==> src/rtl/univ_shift_reg_if.sv <==
// Control and data bundle for univ_shift_reg.
// The master drives the operation inputs. The slave is the shift register itself.
interface univ_shift_reg_if #(
    parameter int N_WIDTH = 8
);
    localparam int AW = $clog2(N_WIDTH + 1);

    logic               en;
    logic [2:0]         op;
    logic               start;
    logic [AW-1:0]      amt;
    logic [N_WIDTH-1:0] data_in;
    logic               serr;
    logic               serl;
    logic [N_WIDTH-1:0] data_out;
    logic               so;
    logic               busy;
    logic               done;

    modport master (
        output en, op, start, amt, data_in, serr, serl,
        input  data_out, so, busy, done
    );

    modport slave (
        input  en, op, start, amt, data_in, serr, serl,
        output data_out, so, busy, done
    );
endinterface

==> src/rtl/univ_shift_reg.sv <==
// Universal shift register. It supports single-cycle operations and a counted burst mode
// that repeats one latched shift or rotate up to N_WIDTH times.
module univ_shift_reg #(
    parameter int N_WIDTH = 8
) (
    input  logic              clk,
    input  logic              clear,
    univ_shift_reg_if.slave   bus
);
    localparam int AW = $clog2(N_WIDTH + 1);

    typedef enum logic [1:0] {IDLE = 2'd0, BUSY = 2'd1, DONE = 2'd2} state_t;

    state_t             state, state_nxt;
    logic [N_WIDTH-1:0] q, q_nxt;
    logic               so_q, so_nxt;
    logic [2:0]         op_lat;
    logic [AW-1:0]      cnt;
    logic [AW-1:0]      amt_eff;
    logic               launch;
    logic               exec;
    logic [2:0]         exec_op;

    function automatic logic is_shift(input logic [2:0] o);
        return (o == 3'd1) || (o == 3'd2) || ((o >= 3'd4) && (o <= 3'd6));
    endfunction

    assign amt_eff = (bus.amt > AW'(N_WIDTH)) ? AW'(N_WIDTH) : bus.amt;
    assign launch  = (state == IDLE) && bus.start && is_shift(bus.op) && (bus.amt != '0);

    always_ff @(posedge clk) begin
        if (clear) state <= IDLE;
        else       state <= state_nxt;
    end

    // cnt holds the operations still owed after the current edge
    always_comb begin
        state_nxt = state;
        case (state)
            IDLE:    if (bus.start) state_nxt = (launch && (amt_eff > AW'(1))) ? BUSY : DONE;
            BUSY:    if (cnt == AW'(1)) state_nxt = DONE;
            DONE:    state_nxt = IDLE;
            default: state_nxt = IDLE;
        endcase
    end

    always_comb begin
        bus.busy = (state == BUSY);
        bus.done = (state == DONE);
    end

    always_comb begin
        exec    = 1'b0;
        exec_op = 3'd0;
        case (state)
            IDLE: begin
                if (bus.start) begin
                    exec    = launch;
                    exec_op = bus.op;
                end else if (bus.en) begin
                    exec    = 1'b1;
                    exec_op = bus.op;
                end
            end
            BUSY: begin
                exec    = 1'b1;
                exec_op = op_lat;
            end
            default: ;
        endcase
    end

    always_comb begin
        q_nxt  = q;
        so_nxt = so_q;
        if (exec) begin
            case (exec_op)
                3'd1: begin q_nxt = {bus.serr, q[N_WIDTH-1:1]};     so_nxt = q[0];         end
                3'd2: begin q_nxt = {q[N_WIDTH-2:0], bus.serl};     so_nxt = q[N_WIDTH-1]; end
                3'd3: begin q_nxt = bus.data_in;                                            end
                3'd4: begin q_nxt = {q[0], q[N_WIDTH-1:1]};         so_nxt = q[0];         end
                3'd5: begin q_nxt = {q[N_WIDTH-2:0], q[N_WIDTH-1]}; so_nxt = q[N_WIDTH-1]; end
                3'd6: begin q_nxt = {q[N_WIDTH-1], q[N_WIDTH-1:1]}; so_nxt = q[0];         end
                default: ;
            endcase
        end
    end

    always_ff @(posedge clk) begin
        if (clear) begin
            q      <= '0;
            so_q   <= 1'b0;
            op_lat <= 3'd0;
            cnt    <= '0;
        end else begin
            q    <= q_nxt;
            so_q <= so_nxt;
            if (launch) begin
                op_lat <= bus.op;
                cnt    <= amt_eff - AW'(1);
            end else if (state == BUSY) begin
                cnt <= cnt - AW'(1);
            end
        end
    end

    assign bus.data_out = q;
    assign bus.so       = so_q;
endmodule

==> src/flat_wrapper.sv <==
// flat-port wrapper written by rule: the top's interface ports become plain ports
module univ_shift_reg_flat 
#(
    parameter int N_WIDTH = 8
)
  (clk, clear, bus_en, bus_op, bus_start, bus_amt, bus_data_in, bus_serr, bus_serl, bus_data_out, bus_so, bus_busy, bus_done);
  univ_shift_reg_if #(.N_WIDTH(N_WIDTH)) bus_i ();
  input  logic clk;
  input  logic clear;
  input wire logic [$bits(bus_i.en)-1:0] bus_en;
  input wire logic [$bits(bus_i.op)-1:0] bus_op;
  input wire logic [$bits(bus_i.start)-1:0] bus_start;
  input wire logic [$bits(bus_i.amt)-1:0] bus_amt;
  input wire logic [$bits(bus_i.data_in)-1:0] bus_data_in;
  input wire logic [$bits(bus_i.serr)-1:0] bus_serr;
  input wire logic [$bits(bus_i.serl)-1:0] bus_serl;
  output wire logic [$bits(bus_i.data_out)-1:0] bus_data_out;
  output wire logic [$bits(bus_i.so)-1:0] bus_so;
  output wire logic [$bits(bus_i.busy)-1:0] bus_busy;
  output wire logic [$bits(bus_i.done)-1:0] bus_done;
  assign bus_i.en = bus_en;
  assign bus_i.op = bus_op;
  assign bus_i.start = bus_start;
  assign bus_i.amt = bus_amt;
  assign bus_i.data_in = bus_data_in;
  assign bus_i.serr = bus_serr;
  assign bus_i.serl = bus_serl;
  assign bus_data_out = bus_i.data_out;
  assign bus_so = bus_i.so;
  assign bus_busy = bus_i.busy;
  assign bus_done = bus_i.done;
  univ_shift_reg #(.N_WIDTH(N_WIDTH)) u_core (.clk(clk), .clear(clear), .bus(bus_i));
endmodule
==> config.mk <==
export PLATFORM = sky130hd
export DESIGN_NAME = univ_shift_reg_flat
export DESIGN_NICKNAME = d
export VERILOG_FILES = /design/src/rtl/univ_shift_reg_if.sv /design/src/rtl/univ_shift_reg.sv /design/src/flat_wrapper.sv
export SDC_FILE = /design/constraint.sdc
export NUM_CORES = 1
export LEC_CHECK = 0
export ABC_AREA = 1
export BUFFER_PORTS_ARGS = -buffer_cell sky130_fd_sc_hd__buf_2
export CAP_MARGIN = 30
export CORE_MARGIN = 2
export CORE_UTILIZATION = 26
export DETAILED_ROUTE_END_ITERATION = 8
export HOLD_SLACK_MARGIN = 0.03
export PLACE_DENSITY_LB_ADDON = 0.12
export SLEW_MARGIN = 10
export SYNTH_ARGS = -nofsm -noshare
export SYNTH_HDL_FRONTEND = slang
export SYNTH_SLANG_ARGS = --single-unit
==> constraint.sdc <==
create_clock -name clk -period 1.88 [get_ports clk]
set_clock_uncertainty 0.2 [all_clocks]
set_input_delay 0.188 -clock clk [delete_from_list [all_inputs] [get_ports clk]]
set_output_delay 0.188 -clock clk [all_outputs]
set_load 0.02 [all_outputs]
==> results.ini <==
[status]
status=finished, final reports clean

[synthesis]
synth-edff-count=0
synth_seq_cells=18
synth-seq-area-share_pct=28.97
synthFlopType=dfxtp_1
synth_cell_type_count=26
syn_area_per_cell_sq_um=6.723
async_reset_ff_share_pct=0
synth_area_sq_mm=0.001244
syn-num-nets=208
syn_inst=185
yosysWarnings=0

[detailed_routing]
dr_wl_met3_um=113
drc=0
wl_met1_um=1669
dr_total_vias=1233
wirelength_um=3111
drtAntennaViolNets=0
dr_wl_met2_um=1301
drtPass1Iterations=4
wl_per_cell_um=11.19
dr.max_layer_used=met4
via_per_inst=4.435
drtIter0Drc=67

[setup_path]
crit_type=in -> reg
start_kind=input port
endpoint_kind=flop
crit_arrival_ns=1.71
cp_max_fo=6
r2r_slack_ns=0.13
required_ns=1.82

[clock_tree]
clk_latency_ns=0.25
cts_made_buffers=3
root_buffer=clkbuf_8
cts.sinks=18
clock_path_buffers=2
cts_tree=yes
htreeDepth=1
cts.reportedPaths.clkPinSlew_ns=0.07

[power_and_ir_drop]
p_int_uw=835.0
pwr_density_cell_mw_per_mm2=875.9
p_switching_uw=555.8
switching_share_pct=39.96
pwr-share-clk_pct=23.2
peakVddDrop_mv=0.3103
combPwrFrac_pct=40.9
p_leak_uw=0.0007529
seqPwrFrac_pct=35.9

[layout]
nets=248
final_layout_size_suffix_gt1_share_pct=35.27
syn_to_final_growth_pct=27.67
antennaDiodeCount=0
fin_cells=278

[floorplanning]
dieHeight_um=73.16
design.core.area_sq_mm=0.004661
ios=32
row_count=25
dieArea_sq_mm=0.005352
initial_utilization_pct=26.68
die_w_um=73.16

[place]
portBuffers=31
dp_slack_ns=0.03762
dpl.cell_count=272
gp_congestion=0.7052
dpl.hpwl_um=2410

[global_routing]
antenna_found_initial=0
grt_overflow=0
grt_pass1_wl_um=5278
grt_max_degree=15
track_usage_pct=12.56
grt_pass1_vias=1144

[sta]
max_freq_mhz=565.8
max_slew_margin_pct=69.09
rsz0062_at_grt=true
drv_slew=0
worst_pin_slew_ns=0.4632
hold_viol=0
layout_setup_ws_ns=0.1125
period_minus_slack_ns=1.768
setup_viol=0
setup-tns-final_ns=0
finalCritPeriodShare_pct=94.02

[min_path]
holdCritPathClass=in -> reg

[run]
maxCapViolations=0

layer usage:
| metal | track usage [%] | vias up |
|---|---|---|
| li1 | - | 674 |
| met1 | 18.68 | 539 |
| met2 | 18.22 | 18 |
| met3 | 1.934 | 2 |
| met4 | 4.321 | 0 |
| met5 | 0 | - |
layout by cell type (no fill, tap or decap), drive strengths merged, types with 2 or more instances in the layout:
| cell type | count |
|---|---|
| a21oi | 22 |
| a22oi | 6 |
| buf | 35 |
| clkbuf | 4 |
| dfxtp | 18 |
| dlygate4sd3 | 2 |
| ha | 2 |
| inv | 27 |
| nand2 | 52 |
| nand3 | 12 |
| nor2 | 26 |
| nor3 | 4 |
| o21ai | 8 |
final cells by class:
cell class / count / area [sq um]
sequential: 18 / 361.6
clock buffer: 4 / 55.05
timing repair buffer: 37 / 205.2
multi-input combinational: 138 / 794.5
fill: 522 / 3073
tap: 54 / 67.56
inverter: 27 / 103.9
sequential cells by signal (all words and copies together) (netlist names):
register,count
u_core.cnt,4
u_core.op_lat,3
u_core.bus.so,1
u_core.bus.data_out,8
u_core.state,2
through the flow:
| stage | area, sq um | utilization, % | total power [uW] | hold WS (ns) |
|---|---|---|---|---|
| finish | 1588 | 34.07 | 1391 | 0.03159 |
| global route | 1588 | 34.07 | 1515 | 0.04286 |
| CTS | 1556 | 33.40 | 1385 | 0.03192 |
| global placement | 1481 | 31.79 | 1059 | 0.2404 |
| floorplan | 1244 | - | 907.7 | 0.05044 |
| detailed placement | 1481 | 31.79 | 1054 | 0.2378 |
synth_stat cells, types with 2 or more instances:
| master | instances | area share (%) |
|---|---|---|
| nand3_1 | 9 | 3.6 |
| inv_2 | 3 | 0.91 |
| dfxtp_1 | 18 | 29 |
| nand2_2 | 9 | 4.5 |
| nor2_1 | 22 | 6.6 |
| nand3_2 | 3 | 2.4 |
| inv_1 | 24 | 7.2 |
| o21ai_0 | 7 | 2.8 |
| ha_1 | 2 | 2.0 |
| nor3_1 | 4 | 1.6 |
| nand2_4 | 3 | 2.7 |
| nand2_1 | 40 | 12 |
| a21oi_2 | 14 | 9.9 |
| a21oi_1 | 8 | 3.2 |
| nor2_2 | 3 | 1.5 |
| a22oi_1 | 6 | 3.6 |
power by group through the flow:
stage	logic, uW	registers (uW)	clock network, uW
floorplan	369	539	0
global placement	551	508	0
detailed placement	547	507	0
CTS	554	498	333
global route	652	510	354
finish	569	499	322
timing repair:
item,4_1_cts,5_1_grt
resized for setup,0,7
hold endpoints to repair,5,0
hold buffers,2,0
endpoints found under the setup margin,0,9
buffers inserted,0,0
path summary, 6_finish.rpt:
| check | cells past startpoint | endpoint | from |
|---|---|---|---|
| worst max-delay path | 11 | u_core.bus.data_out[4] | bus_op[2] |
| worst min-delay path | 3 | u_core.bus.data_out[2] | bus_data_in[2] |
| worst max register to register | 11 | u_core.bus.data_out[4] | u_core.state[0] |
| worst min register to register | 1 | u_core.cnt[3] | u_core.cnt[3] |
cell families (layout without fill, tap and decap cells):
family | after synthesis | in the layout | share of synthesized area, %
AND/OR/NAND/NOR | 96 | 96 | 37.02
XOR/XNOR | 1 | 1 | 0.7044
AO/OA/AOI/OAI | 39 | 39 | 21.93
adder cells (fa/ha/maj) | 2 | 2 | 2.012
flip-flops | 18 | 18 | 28.97
buffers and inverters | 29 | 68 | 9.356
worst max-delay path: stages:
cell	delay (ns)
dlygate4sd3_1	0.52
buf_2	0.11
nand3_1	0.11
nand2_4	0.13
inv_4	0.06
nor2_4	0.10
nand2_2	0.08
nand2_1	0.11
inv_2	0.10
a21oi_2	0.14
a21oi_2	0.06
No activity file was read; power rests on OpenSTA's default activity.
